<file path="config.mk">
export PLATFORM = sky130hd
export DESIGN_NAME = ysyx_25070198_ifu_fetch
export DESIGN_NICKNAME = d
export VERILOG_FILES = /design/src/rtl/ysyx_25070198_ifu_fetch.sv
export SDC_FILE = /design/constraint.sdc
export NUM_CORES = 1
export LEC_CHECK = 0
export CELL_PAD_IN_SITES_DETAIL_PLACEMENT = 0
export CELL_PAD_IN_SITES_GLOBAL_PLACEMENT = 1
export CORE_AREA = 3 3 121 123
export CTS_BUF_LIST = sky130_fd_sc_hd__clkbuf_8
export DETAILED_ROUTE_END_ITERATION = 12
export DIE_AREA = 0 0 124 126
export PLACE_DENSITY_LB_ADDON = 0.2
export SLEW_MARGIN = 20
export SYNTH_ARGS = -nofsm -noshare
export SYNTH_HDL_FRONTEND = slang
export SYNTH_SLANG_ARGS = --single-unit
</file>
<file path="constraint.sdc">
create_clock -name clk -period 1.8 [get_ports clk]
set_input_delay 0.27 -clock clk [delete_from_list [all_inputs] [get_ports clk]]
set_output_delay 0.27 -clock clk [all_outputs]
set_load 0.02 [all_outputs]
</file>
<file path="src/rtl/ysyx_25070198_ifu_fetch.sv">
// Multi-cycle instruction fetch: one word request per instruction, valid/ready handoff to IDU,
// next PC computed on EXU commit. Optional perf counters under `IFU_PERF_CNT_EN.
module ysyx_25070198_ifu_fetch #(
  parameter logic [31:0] RESET_PC = 32'h8000_0000,
  parameter logic [31:0] INST_NOP = 32'h0000_0013
) (
  input  logic        clk,
  input  logic        rst,
  output logic        mem_req,
  output logic [31:0] mem_addr,
  input  logic        mem_gnt,
  input  logic        mem_rvalid,
  input  logic [31:0] mem_rdata,
  input  logic        mem_rerr,
  output logic        out_valid,
  input  logic        out_ready,
  output logic [31:0] pc,
  output logic [31:0] inst,
  output logic        fault,
  input  logic        commit,
  input  logic        jump,
  input  logic [31:0] jump_pc
`ifdef IFU_PERF_CNT_EN
  ,
  output logic [31:0] perf_fetch_cnt,
  output logic [31:0] perf_stall_cnt
`endif
);

  typedef enum logic [1:0] {FETCH, WAIT, SEND, EXEC} state_t;

  state_t      state_reg, state_next;
  logic [31:0] pc_reg, pc_next;
  logic [31:0] inst_reg, inst_next;
  logic        fault_reg, fault_next;

  always_comb begin
    state_next = state_reg;
    pc_next    = pc_reg;
    inst_next  = inst_reg;
    fault_next = fault_reg;
    case (state_reg)
      FETCH: if (mem_gnt) state_next = WAIT;
      WAIT: begin
        if (mem_rvalid) begin
          inst_next  = mem_rerr ? INST_NOP : mem_rdata;
          fault_next = mem_rerr;
          state_next = SEND;
        end
      end
      SEND: if (out_ready) state_next = EXEC;
      EXEC: begin
        if (commit) begin
          pc_next    = jump ? {jump_pc[31:2], 2'b00} : pc_reg + 32'd4;
          state_next = FETCH;
        end
      end
      default: state_next = FETCH;
    endcase
  end

  always_ff @(posedge clk) begin
    if (!rst) begin
      state_reg <= FETCH;
      pc_reg    <= RESET_PC;
      inst_reg  <= 32'd0;
      fault_reg <= 1'b0;
    end else begin
      state_reg <= state_next;
      pc_reg    <= pc_next;
      inst_reg  <= inst_next;
      fault_reg <= fault_next;
    end
  end

  // Handshake outputs are masked while reset is held so nothing leaks out mid-reset.
  assign mem_req   = rst && (state_reg == FETCH);
  assign mem_addr  = {pc_reg[31:2], 2'b00};
  assign out_valid = rst && (state_reg == SEND);
  assign pc        = pc_reg;
  assign inst      = inst_reg;
  assign fault     = fault_reg;

  logic unused_jump_lsb;
  assign unused_jump_lsb = ^jump_pc[1:0];

`ifdef IFU_PERF_CNT_EN
  logic [31:0] fetch_cnt_reg, stall_cnt_reg;
  logic        fetch_inc, stall_inc;

  assign fetch_inc = (state_reg == WAIT) && mem_rvalid;
  assign stall_inc = ((state_reg == FETCH) && !mem_gnt) || ((state_reg == WAIT) && !mem_rvalid);

  always_ff @(posedge clk) begin
    if (!rst) begin
      fetch_cnt_reg <= 32'd0;
      stall_cnt_reg <= 32'd0;
    end else begin
      if (fetch_inc) fetch_cnt_reg <= fetch_cnt_reg + 32'd1;
      if (stall_inc) stall_cnt_reg <= stall_cnt_reg + 32'd1;
    end
  end

  assign perf_fetch_cnt = fetch_cnt_reg;
  assign perf_stall_cnt = stall_cnt_reg;
`endif

endmodule

</file>
### Word level (Yosys, flattened, before mapping)

Cells that the tools add are included.

* add/subtract/negate cells: 1
* equal/unequal tests: 7
* multiplexer cells: 7
* reductions and logical operators: 6

Operators by type and width (count)
* 2-to-1 mux 32 bit: 2
* adder 32 x 3 -> 32 bit, second input constant: 1
* 2-to-1 mux 2 bit: 4
* != test 2 bit, second input constant: 4
* one-hot mux 2 bit (4 select lines): 1
* == test 2 bit, second input constant: 2
* AND reduction 2 bit: 2
* AND reduction 4 bit: 1
* == test 2 x 1 -> 1 bit, second input constant: 1
* logical AND 1 bit: 2
* zero test 2 bit: 1

* bits in registers: 67
* input port bits: 72
* logic and storage cells: 25

### Depth between registers and ports, before layout

* depth in word-level cells: 3
* mapped depth: 8
* gate-level depth less buffers: 7

### Worst setup path after synthesis

No wires, ideal clock.

* path type: register to register
* start: register pc_reg[2], in the netlist pc[2]
* end: register pc_reg[16], in the netlist pc[16]
* arrival: 1881 ps
* data required time: 1714 ps
* slack: -167 ps
* stages on the path, launching flop included: 7
* buffers on the path: 0
* clock period less this slack: 1967 ps
* path through: dfxtp_1 > ha_1 > nand4_1 > or3_1 > o21ai_0 > a21oi_1 > a211oi_1

* longest elaborated chain between the ends: 2

RTL lines
* start: declaration: RTL line 33 `logic [31:0] pc_reg, pc_next;`
* start signal: assignment: RTL line 70 `pc_reg <= pc_next;`
* adder 32 x 3 -> 32 bit: RTL line 54 `pc_next = jump ? {jump_pc[31:2], 2'b00} : pc_reg + 32'd4;`
* 2-to-1 mux 32 bit: RTL line 54

Every way passes these cells.
A chain may end at the register's enable or synchronous reset.

### Final worst setup path

* start: register pc_reg[2], in the netlist pc[2]
* end: register pc_reg[29], in the netlist pc[29]

The elaborated chain is that of the path after synthesis.

==> flow_metrics.env <==
export IMPL_whs_path_depth=4
export IMPL_largest_reg_flops=32
export IMPL_finalNetCount=716
export IMPL_yosysTopAreaCellShare_pct=35.4
export IMPL_ys_seq_elements=65
export IMPL_synth_distinct_cells=46
export IMPL_grt_max_degree=64
export IMPL_crit_path_end_kind="flip-flop"
export IMPL_die_y_um=126
export IMPL_gp_congestion=0.808
export IMPL_powerDensity_nw_per_um2=717
export IMPL_clock_sinks=65
export IMPL_viasPerCell=4.85
export IMPL_synth_area_leaders="dfxtp_1 35%, a21oi_1 8.0%, buf_4 7.5%"
export IMPL_grt_ovfl_total=0
export IMPL_crit_path_start_kind="flip-flop"
export IMPL_routed_wl_um=12400
export IMPL_ys_seq_area_share_pct=35.4
export IMPL_ctsRootBufferMaster="clkbuf_8"
export IMPL_drive_above_1_share_pct=14.6
export IMPL_p_leak_nw=2.16
export IMPL_min_from="jump"
export IMPL_maxCapViolations=0
export IMPL_hold_violations=0
export IMPL_hold_class="in -> reg"
export IMPL_grt_first_pass_wirelength_um=19700
export IMPL_wl_per_cell_um=15.0
export IMPL_netlist_area_um2=3680
export IMPL_synth_top_area_cell="dfxtp_1"
export IMPL_synthFlopType="dfxtp_1"
export IMPL_cpMaxStageDelayCell="or4_4"
export IMPL_grt_pass1_vias=3931
export IMPL_status="completed"
export IMPL_r2r_end="pc[29]"
export IMPL_fin_tns_setup_ps=0
export IMPL_port_buffers=164
export IMPL_drv_slew=0
export IMPL_stdcell_count=823
export IMPL_path_cells="buf_4 -> buf_12 -> nand3_1 -> or4_4 -> nor3_4 -> a21oi_1 -> a211oi_1"
export IMPL_fin_crit_ps=1760
export IMPL_critical_path_top_delay_family="simple AND/OR/NAND/NOR gates"
export IMPL_fin_worst_skew_ps=9.48
export IMPL_synth_enable_flop_cells=0
export IMPL_whs_ps=444
export IMPL_dp_slack_ps=-98.9
export IMPL_final_cell_mix="155 x clkdlybuf4s50_1, 58 x nor2_1, 58 x a21oi_1"
export IMPL_hold_path_end="pc[2]"
export IMPL_avgSynthCellArea_um2=7.56
export IMPL_hpwl_um=8560
export IMPL_cts_buffers=9
export IMPL_path_buf_inv=2
export IMPL_r2r_start="pc[2]"
export IMPL_io_pins=171
export IMPL_die_w_um=124
export IMPL_critical_path_class="reg -> reg"
export IMPL_placed_cells=805
export IMPL_layout_commonest_cell="clkdlybuf4s50_1"
export IMPL_cts_clk_slew_worst_paths_ps=80
export IMPL_rsz0062_at_grt="yes"
export IMPL_period_share_pct=97.9
export IMPL_synthArstFlopShare_pct=0
export IMPL_yosysWarnings=0
export IMPL_finalSetupViolations=0
export IMPL_drtIter0Drc=198
export IMPL_grt_usage_pct=15.7
export IMPL_core_area_um2=13800
export IMPL_fin_total_pwr_mw=4.18
export IMPL_arrival_ps=2020
export IMPL_cts_tree="done"
export IMPL_slowest_delay_ps=480
export IMPL_r2r_slack_ps=40
export IMPL_floorplan_initialDensity_pct=26.7
export IMPL_num_antenna_cells=0
export IMPL_r2r_cells=7
export IMPL_num_rows=43
export IMPL_irDropWorstVdd_mv=0.365
export IMPL_worst_slack_ps=38.5
export IMPL_antenna_found_initial=0
export IMPL_holdBufCountCts=0
export IMPL_antenna_left=0
export IMPL_drtPass1Iterations=6
export IMPL_fmax_mhz=568
export IMPL_cts_max_level=3
export IMPL_clock_path_buffers=2
export IMPL_drc=0
export IMPL_worstPathMaxFanout=5
export IMPL_required_ps=2060
export IMPL_clkLatencyLatePin_ps=350
export IMPL_synthCells=487
export IMPL_die_area_um2=15600
export IMPL_num_vias=3995
export IMPL_area_delta_synth_final_pct=58.3
==> per-stage QoR <==
stage	util (%)	instance area [um2]
3_3_place_gp	40.2	5530
3_5_place_dp	40.2	5530
4_1_cts	41.7	5750
2_1_floorplan	-	3710
6_report	42.3	5830
5_1_grt	42.3	5830
==> worst max-delay path by stage <==
stage	depth (start not counted)	startpoint	to	slack, ps
after detailed placement	3	rst	mem_req	-100
after global routing	7	pc[2]	pc[29]	-20
after floorplan	6	pc[3]	pc[16]	-20
after global placement	3	rst	mem_req	-110
after CTS	2	pc[23]	mem_addr[23]	2
final	7	pc[2]	pc[29]	40
==> layout make-up <==
type | instances | area (um2)
Clock buffer | 12 | 165
Multi-Input combinational cell | 340 | 2000
Tap cell | 180 | 225
Inverter | 13 | 48.8
Sequential cell | 65 | 1320
Clock inverter | 3 | 16.3
Fill cell | 1442 | 7950
Timing Repair Buffer | 210 | 2050
==> cells in the mapped netlist, drive strengths merged (2+ instances only) <==
master / n
nand4: 11
o41ai: 4
nor3: 16
dfxtp: 65
o22ai: 3
a21oi: 59
o31a: 2
and4: 2
o221a: 2
nand3: 14
o31ai: 6
a21o: 4
nor3b: 30
a221oi: 2
buf: 44
nor4: 2
a32o: 3
mux2i: 5
inv: 13
and2: 5
and3: 4
nor2: 58
clkbuf: 28
nand2: 43
ha: 5
o211ai: 2
a211oi: 5
or3: 5
o21ai: 22
or4: 2
a31oi: 11
==> routing by layer <==
metal	routed length (um)	share of wire, %	GRT usage (%)
met3	1230	10	6.15
met2	5430	44	23.0
met1	5440	44	20.6
met5	0	0	0
met4	261	2.1	6.06
==> tightest hold or removal path: stages <==
cell and delay (ps):
buf_2 120, buf_12 200, nand3_1 100, a21oi_1 60
==> report_power, final <==
part	switching (mW)	internal, mW
Sequential	0.0914	1.56
Combinational	0.717	0.631
Clock	0.581	0.599
Total	1.39	2.79
==> timing repair <==
item | CTS | global route
pin swaps | 1 | 5
resized for setup | 5 | 20
endpoints found under the setup margin | 6 | 17
buffers inserted | 2 | 1
==> cells by family after synthesis <==
group | synth area share, %
AND/OR/NAND/NOR | 27.2
AO/OA/AOI/OAI | 21.8
buffers and inverters | 12.5
flip-flops | 35.4
multiplexers | 1.36
adder cells (fa/ha/maj) | 1.70
other | 0.102
No activity file was read; power rests on OpenSTA's default activity.
